## config.mk

```make
export PLATFORM = sky130hd
export DESIGN_NAME = iiitb_alu
export DESIGN_NICKNAME = d
export VERILOG_FILES = /design/src/rtl/iiitb_alu.sv
export SDC_FILE = /design/constraint.sdc
export NUM_CORES = 1
export LEC_CHECK = 0
export CELL_PAD_IN_SITES_DETAIL_PLACEMENT = 1
export CELL_PAD_IN_SITES_GLOBAL_PLACEMENT = 1
export CORE_MARGIN = 5
export CORE_UTILIZATION = 38
export DETAILED_ROUTE_END_ITERATION = 10
export HOLD_SLACK_MARGIN = 0.06
export PLACE_DENSITY_LB_ADDON = 0.1
export REMOVE_ABC_BUFFERS = 1
export SLEW_MARGIN = 0
export SYNTH_ARGS = -nofsm -noshare
export SYNTH_HDL_FRONTEND = slang
export SYNTH_SLANG_ARGS = --single-unit
```

## constraint.sdc

```tcl
create_clock -name clk -period 3.52 [get_ports clk]
set_clock_uncertainty 0.2 [all_clocks]
set_input_delay 0.704 -clock clk [delete_from_list [all_inputs] [get_ports clk]]
set_output_delay 0.704 -clock clk [all_outputs]
set_load 0.005 [all_outputs]
```

## src/rtl/iiitb_alu.sv

```systemverilog
// Registered 8-operation ALU: A/B/op sampled on each rising edge, R/carry/zero
// presented one cycle later. Synchronous active-high reset.
module iiitb_alu #(
    parameter int unsigned WIDTH = 8
) (
    input  logic             clk,
    input  logic             rst,
    input  logic [WIDTH-1:0] A,
    input  logic [WIDTH-1:0] B,
    input  logic [2:0]       op,
    output logic [WIDTH-1:0] R,
    output logic             carry,
    output logic             zero
);

    localparam int unsigned XW = WIDTH + 1;

    typedef enum logic [2:0] {
        OP_ADD = 3'd0,
        OP_SUB = 3'd1,
        OP_AND = 3'd2,
        OP_OR  = 3'd3,
        OP_XOR = 3'd4,
        OP_NOT = 3'd5,
        OP_SHL = 3'd6,
        OP_SHR = 3'd7
    } op_e;

    logic [XW-1:0]    sum_c;
    logic [XW-1:0]    diff_c;
    logic [WIDTH-1:0] res_c;
    logic             carry_c;

    // Extended-width add/sub so the top bit is the carry or borrow out
    assign sum_c  = XW'(A) + XW'(B);
    assign diff_c = XW'(A) - XW'(B);

    // Next result and flag, fully decoded for every opcode
    always_comb begin
        res_c   = '0;
        carry_c = 1'b0;
        unique case (op_e'(op))
            OP_ADD: begin
                res_c   = sum_c[WIDTH-1:0];
                carry_c = sum_c[WIDTH];
            end
            OP_SUB: begin
                res_c   = diff_c[WIDTH-1:0];
                carry_c = diff_c[WIDTH];
            end
            OP_AND: res_c = A & B;
            OP_OR:  res_c = A | B;
            OP_XOR: res_c = A ^ B;
            OP_NOT: res_c = ~A;
            OP_SHL: begin
                res_c   = {A[WIDTH-2:0], 1'b0};
                carry_c = A[WIDTH-1];
            end
            OP_SHR: begin
                res_c   = {1'b0, A[WIDTH-1:1]};
                carry_c = A[0];
            end
            default: begin
                res_c   = '0;
                carry_c = 1'b0;
            end
        endcase
    end

    // zero follows the new result, not the previously held one
    always_ff @(posedge clk) begin
        if (rst) begin
            R     <= '0;
            carry <= 1'b0;
            zero  <= 1'b1;
        end else begin
            R     <= res_c;
            carry <= carry_c;
            zero  <= (res_c == '0);
        end
    end

endmodule

```

==> run summary, run 1 <==
Of all flip-flops after synthesis, the portion carrying an async set or reset was 0%. After the first detailed-routing iteration, the DRC count stood at 60. The final-report hold violation count is 0. The first detailed-routing pass ran for 4 iterations. The number of remaining DRC errors is 0. Synthesis handed over a netlist of 213 instances.

The largest fanout on the critical path is 3. The final standard cell area without fillers came out at 2160 um2. After synthesis, the netlist uses 59 different library cells. The first global-routing pass estimated 8.85 mm of wire.

The static leakage came out at 0.953 nW. The type of the tightest min-delay check is in2reg. The diode insertion count for antenna repair came out at 0.

The TritonCTS clock tree is built. The transition time at the pin with the least slew margin is 494 ps. The die height came out at 75.4 um. The detailed placement HPWL came out at 4.28 mm.

The clock drives 10 sinks. The biggest area contributor in the post-synthesis netlist is ha_1. The layout cell share with drive strength beyond 1 came out at 14.7%. The row count is 23. The horizontal die dimension is 75.4 um.

The count of flip-flops with a built-in enable after synthesis came out at 0. The top cell types in the final layout, fill and taps aside, are clkdlybuf4s50_1 (30), ha_1 (24), inv_1 (21), nor2_1 (21), buf_4 (21). By area the synthesized netlist is led by ha_1 (18%), dfxtp_1 (12%), a21oi_1 (5.5%). The final net count came out at 306. Entering global routing, the biggest net connects 25 pins. During placement, the flow inserted port buffers numbering 30. The maximum clock frequency is 0.297 GHz. The mean routed wirelength per cell came out at 17.3 um.

The detailed-route wire length came out at 5.32 mm. The total of warnings raised by yosys came out at 0. The total of cells resized after clock tree synthesis is 0. The core area came out at 4090 um2. In this run the mean area of a mapped cell was 7.63 um2. Hold repair after CTS inserted 0 buffers.

In this run the remaining antenna-violating nets after routing total 0. The endpoint arrival time on the critical path came out at 3290 ps. The area of placed instances is 2100 um2.

The area added between synthesis and finish is 32.9%. The critical path is of the in2reg type. STA classifies the critical path startpoint as an input pin.

The utilization after layout came out at 52.8%. The worst path needs 3360 ps of the cycle, external delays included. The initial antenna violation count came out at 0. For this run, the leading register cell type out of synthesis is dfxtp_1. CTS built an H-tree with a depth of 1. The routability-driven placement congestion ratio is 0.995. The sum of overflow across all layers after global routing came out at 0. The initial utilization of the core area, before any placement, comes to 39.8%.

The register clock-pin slew on the reported worst setup and hold paths is 50 ps. The final max-slew violation count was 0. The via count of the first global-routing pass came out at 1890. The number of I/O pins is 31. The max capacitance violation total is 0. STA classifies the critical path endpoint as a flip-flop. The number of buffers added for setup after CTS came out at 0. Headroom to the max-slew limit came out at 66.9%. The run finished with clean final reports. The die area came out at 5690 um2.

In the finished design, the share of the clock period the worst path needs comes to 95.5%. The via density per instance came out at 5.64. The critical path required time came out at 3450 ps. The most frequent standard cell in the layout excluding fill and tap cells is clkdlybuf4s50_1. The post-synthesis cell area came out at 1630 um2. The sequential cell area fraction in the yosys report came out at 12.3%.

The ratio of total power to cell area is 261 nW/um2. Setup repair after global routing left no endpoint under its margin. The largest buffer count on any clock path came out at 2. The total number of vias is 1738. The final-report setup violation count is 0.

The overall track demand over capacity in global routing is 19.9%. The maximum vdd ir drop is 0.0000714 V. After layout, the design draws a total of 563 uW. The synthesized design devotes to its leading area cell type 18.5% of total area. The flip-flop and latch count after synthesis is 10.

In this run, CTS created clock tree buffers numbering 3. The cell chosen for the clock root is clkbuf_8.
## path summary, 6_finish.rpt
check  start    to  cells past startpoint
max     A[0]  zero                     12
min      rst  R[4]                      2
## worst max-delay path, stage by stage
cell and delay [ps]:
clkdlybuf4s50_1 450, inv_1 110, ha_1 180, inv_1 60, fa_1 440, xor2_1 170, mux4_2 450, nor2_1 110
o21ai_0 120, nand4_1 110, and4b_1 190, a31o_1 210
## registers in the layout, summed over array words and instances (netlist names)
signal,cells
R,8
zero,1
carry,1
## per-layer routing
layer	vias to the layer above	wire (um)	track usage, %
met5	-	0	0
li1	846	-	-
met3	11	185	0.792
met2	42	2680	36.9
met4	0	102	6.41
met1	839	2360	24.5
## cells in the mapped netlist, types with 2 or more instances
library cell / number
a2bb2oi_1: 2
inv_2: 2
nand4_1: 2
nor2b_1: 3
nand3_1: 7
nand2b_1: 6
a21o_1: 2
dfxtp_1: 10
a211oi_1: 4
o211ai_1: 3
a21oi_1: 18
a311oi_1: 2
ha_1: 24
xnor2_1: 5
mux2i_1: 2
o2111ai_1: 2
nor3_1: 4
o21ai_0: 8
inv_1: 21
o31ai_1: 2
nand2_1: 15
mux4_2: 2
nor2_1: 21
buf_2: 7
fa_1: 2
buf_1: 2
a31oi_1: 3
## cell type report
| type | instances | area (um2) |
|---|---|---|
| clock buffer | 4 | 55.1 |
| timing repair buffer | 52 | 478 |
| inverter | 24 | 90.1 |
| sequential | 10 | 200 |
| tap | 50 | 62.6 |
| multi-input combinational | 168 | 1270 |
| fill | 511 | 1930 |
## power breakdown
part	leakage, nW	switching (mW)	internal (mW)
clock network	0.0288	0.0482	0.0986
registers	0.0833	0.00257	0.124
logic	0.841	0.146	0.144
## through the flow
step | setup slack (ps) | cells | TNS [ps] | hold slack (ps)
6_report | 158 | 308 | 0 | 1020
3_5_place_dp | -96.1 | 304 | -96.1 | 1210
2_1_floorplan | 572 | 202 | 0 | 573
4_1_cts | 142 | 308 | 0 | 1030
3_3_place_gp | 20.9 | 304 | 0 | 1210
5_1_grt | 31.0 | 308 | 0 | 1070
## logic make-up after synthesis
group / count (synthesis) / synth area share, %
and+or+nand+nor: 66 / 20.2
AOI/OAI and AO/OA: 65 / 29.1
buffers and inverters: 35 / 9.32
adders and majority gates: 26 / 20.9
DFF: 10 / 12.3
xor gates and xnor gates: 6 / 3.23
muxes: 5 / 4.93
(Power assumes the default switching activity.)
==> run 2: changes to the inputs <==
Settings changed: SETUP_SLACK_MARGIN set to 0.3.
==> run summary, run 2 (synthesis results as in run 1) <==
The area added between synthesis and finish is 36.3% (was 32.9%). The final net count came to 307 (was 306). The highest routing layer actually used was met4 (unchanged). The maximum clock frequency came out at 0.318 GHz (was 0.297 GHz). The core area came out at 4090 um2 (unchanged). The final max-slew violation count came out at 0 (unchanged). The clock period minus final worst setup slack came out at 3140 ps (was 3360 ps).

The number of DRC markers after the initial detailed-route iteration is 59 (was 60). The starting density of the core was 39.8% (unchanged). The area taken by flip-flops and latches is 200 um2 (unchanged). The layout cell share with drive strength beyond 1 came out at 18.9% (was 14.7%).

The largest fanout on the critical path is 5 (was 3). The cell internal power dissipation was 373 uW (was 367 uW). The number of flip-flops under the largest register name came out at 8 (unchanged). The TritonCTS clock tree is built (unchanged). The static leakage came out at 0.976 nW (was 0.953 nW). The diode insertion count for antenna repair came out at 0 (unchanged).

The count of hold-fix buffers inserted at cts is 0 (unchanged). The die height came out at 75.4 um (unchanged). The launch instance of the worst min-delay path is rst (unchanged).

The via count of the first global-routing pass was 1896 (was 1890). The power consumption came out at 574 uW (was 563 uW). Run status: finished clean (unchanged). The final standard cell area without fillers came out at 2220 um2 (was 2160 um2). The kind of critical path is in2reg (unchanged). The max capacitance violation total came out at 0 (unchanged). The slowest cell on the critical path was clkdlybuf4s50_1 (unchanged).

The largest buffer count on any clock path came to 2 (unchanged). The tightest slew margin relative to the limit is 67.3% (was 66.9%). The type of the tightest min-delay check is in2reg (unchanged).

Highest-count cells in the layout ignoring fill and taps: clkdlybuf4s50_1 (26), buf_4 (22), inv_1 (20), ha_1 (20), nor2_1 (19) (was clkdlybuf4s50_1 (30), ha_1 (24), inv_1 (21), nor2_1 (21), buf_4 (21)). Worst path cell trace: clkdlybuf4s50_1 -> inv_1 -> ha_4 -> buf_4 -> nor2_1 -> nand3_1 -> and2_1 -> a211oi_1 -> xnor2_1 -> nand2_1 -> a31o_1 (was clkdlybuf4s50_1 -> inv_1 -> ha_1 -> inv_1 -> fa_1 -> xor2_1 -> mux4_2 -> nor2_1 -> o21ai_0 -> nand4_1 -> and4b_1 -> a31o_1). The detailed-route wire length was 5.38 mm (was 5.32 mm).

The sum of overflow across all layers after global routing came out at 0 (unchanged). The overall track demand over capacity in global routing came to 20.0% (was 19.9%). Setup repair after global routing missed its margin: no (unchanged). The sort of element at the end of the critical path is a flip-flop (unchanged).

The horizontal die dimension came out at 75.4 um (unchanged). The register clock-pin slew on the reported worst setup and hold paths is 50 ps (about the same). The number of remaining DRC errors is 0 (unchanged). Top Registers: R x8, carry x1, zero x1 (unchanged). The cell chosen for the clock root is clkbuf_8 (unchanged). The routability-driven placement congestion ratio is 0.995 (unchanged). The detailed route wirelength on metal2 came to 2.68 mm (about the same). The number of I/O pins came out at 31 (unchanged). The ratio of total power to cell area came out at 259 nW/um2 (was 261 nW/um2). The final-report setup violation count came to 0 (unchanged). The CTS sink count is 10 (unchanged). The maximum vdd ir drop came to 0.0000714 V (about the same). The number of iterations in the first detailed-routing pass came out at 4 (unchanged). The total number of vias came out at 1758 (was 1738). The area of the multi-input gates is 1320 um2 (was 1270 um2).

The transition time at the pin with the least slew margin is 489 ps (was 494 ps). The net switching component of the power was 201 uW (was 197 uW). The detailed placement HPWL came out at 4.28 mm (unchanged). The proportion of total power due to net switching was 35.1% (was 34.9%). The post-route fraction of the period consumed by the critical path was 89.2% (was 95.5%). The register share of total power is 22.1% (was 22.5%). The wire length of the first global-routing pass is 8.91 mm (was 8.85 mm).

The die area is 5690 um2 (unchanged). The number of buffers added by the clock tree synthesis step came out at 3 (unchanged). The worst stage delay on the critical path came out at 540 ps (was 450 ps). The startpoint type of the worst setup path was an input pin (unchanged).

The most frequent standard cell in the layout excluding fill and tap cells was clkdlybuf4s50_1 (unchanged). The number of buffer and inverter instances along the worst setup path came to 3 (unchanged). The relative contribution of combinational cells to total power is 52.2% (was 51.5%). The largest register by flop count is R (unchanged).

The number of nets with antenna violations after routing is 0 (unchanged). The quantity of I/O buffers inserted on ports came to 30 (unchanged). The total of fill cells in the finished design came to 501 (was 511).

The row count came out at 23 (unchanged). The CTS H-tree depth was 1 (unchanged). The via density per instance came out at 5.69 (was 5.64). The final-report hold violation count came out at 0 (unchanged). The mean routed wirelength per cell came out at 17.4 um (was 17.3 um). The area of placed instances came out at 2100 um2 (unchanged). The length of routed wiring on met1 came out at 2.29 mm (was 2.36 mm).

The clock network fraction of total power is 25.7% (was 26.0%). The critical path required time came out at 3450 ps (about the same). The largest net degree at the start of global routing is 25 (unchanged). The family with the most delay on the worst path was buffers and inverters (unchanged). The endpoint arrival time on the critical path is 3070 ps (was 3290 ps). The initial antenna violation count is 0 (unchanged). The amount of wire on met3 after detailed routing is 258 um (was 185 um). The start point of the critical path is A[3] (was A[0]).
==> run 2: cell types whose count changed in the layout (fill, tap and decap cells not counted), sizes merged <==
cell | before | now
dlymetal6s2s | 0 | 2
buf | 22 | 23
dlygate4sd2 | 0 | 2
clkdlybuf4s50 | 30 | 26
==> run 2: power groups by stage <==
stage	clock network, mW	registers [mW]	logic (mW)
detailed placement	0	0.129	0.287
global route	0.156	0.128	0.328
finish	0.148	0.127	0.300
global placement	0	0.129	0.276
CTS	0.149	0.127	0.292
floorplan	0	0.131	0.149
==> run 2: repair_timing <==
| item | CTS | global route |
|---|---|---|
| buffers inserted | 1 | 0 |
| gates resized for setup | 8 | 8 |
| pin swaps | 4 | 0 |
| setup endpoints to repair | 1 | 3 |
==> run 2: final timing paths <==
kind,to,slack [ps],cells after the start
setup / recovery,zero,380,11
hold / removal,R[2],1010,2
==> run 2: routing by layer <==
metal | global-route usage, % | vias up
met5 | 0 | -
met3 | 0.792 | 14
met1 | 24.7 | 839
met4 | 6.41 | 0
li1 | - | 849
met2 | 37.1 | 56
==> run 2: stage by stage <==
step           worst slack [ps]  std cells  util [%]  hold slack (ps)  setup TNS [ps]
2_1_floorplan               572        202         -              573               0
3_3_place_gp               20.9        304      51.5             1210               0
3_5_place_dp              -96.1        304      51.5             1210           -96.1
4_1_cts                     321        309      53.2             1030               0
5_1_grt                     296        309      54.2             1060               0
6_report                    380        309      54.2             1010               0
==> run 2: layout make-up <==
type | instances | area share [%]
Timing Repair Buffer | 53 | 22.0
Inverter | 24 | 4.07
Multi-Input combinational cell | 168 | 59.6
Clock buffer | 4 | 2.48
Tap cell | 50 | 2.82
Sequential cell | 10 | 9.03
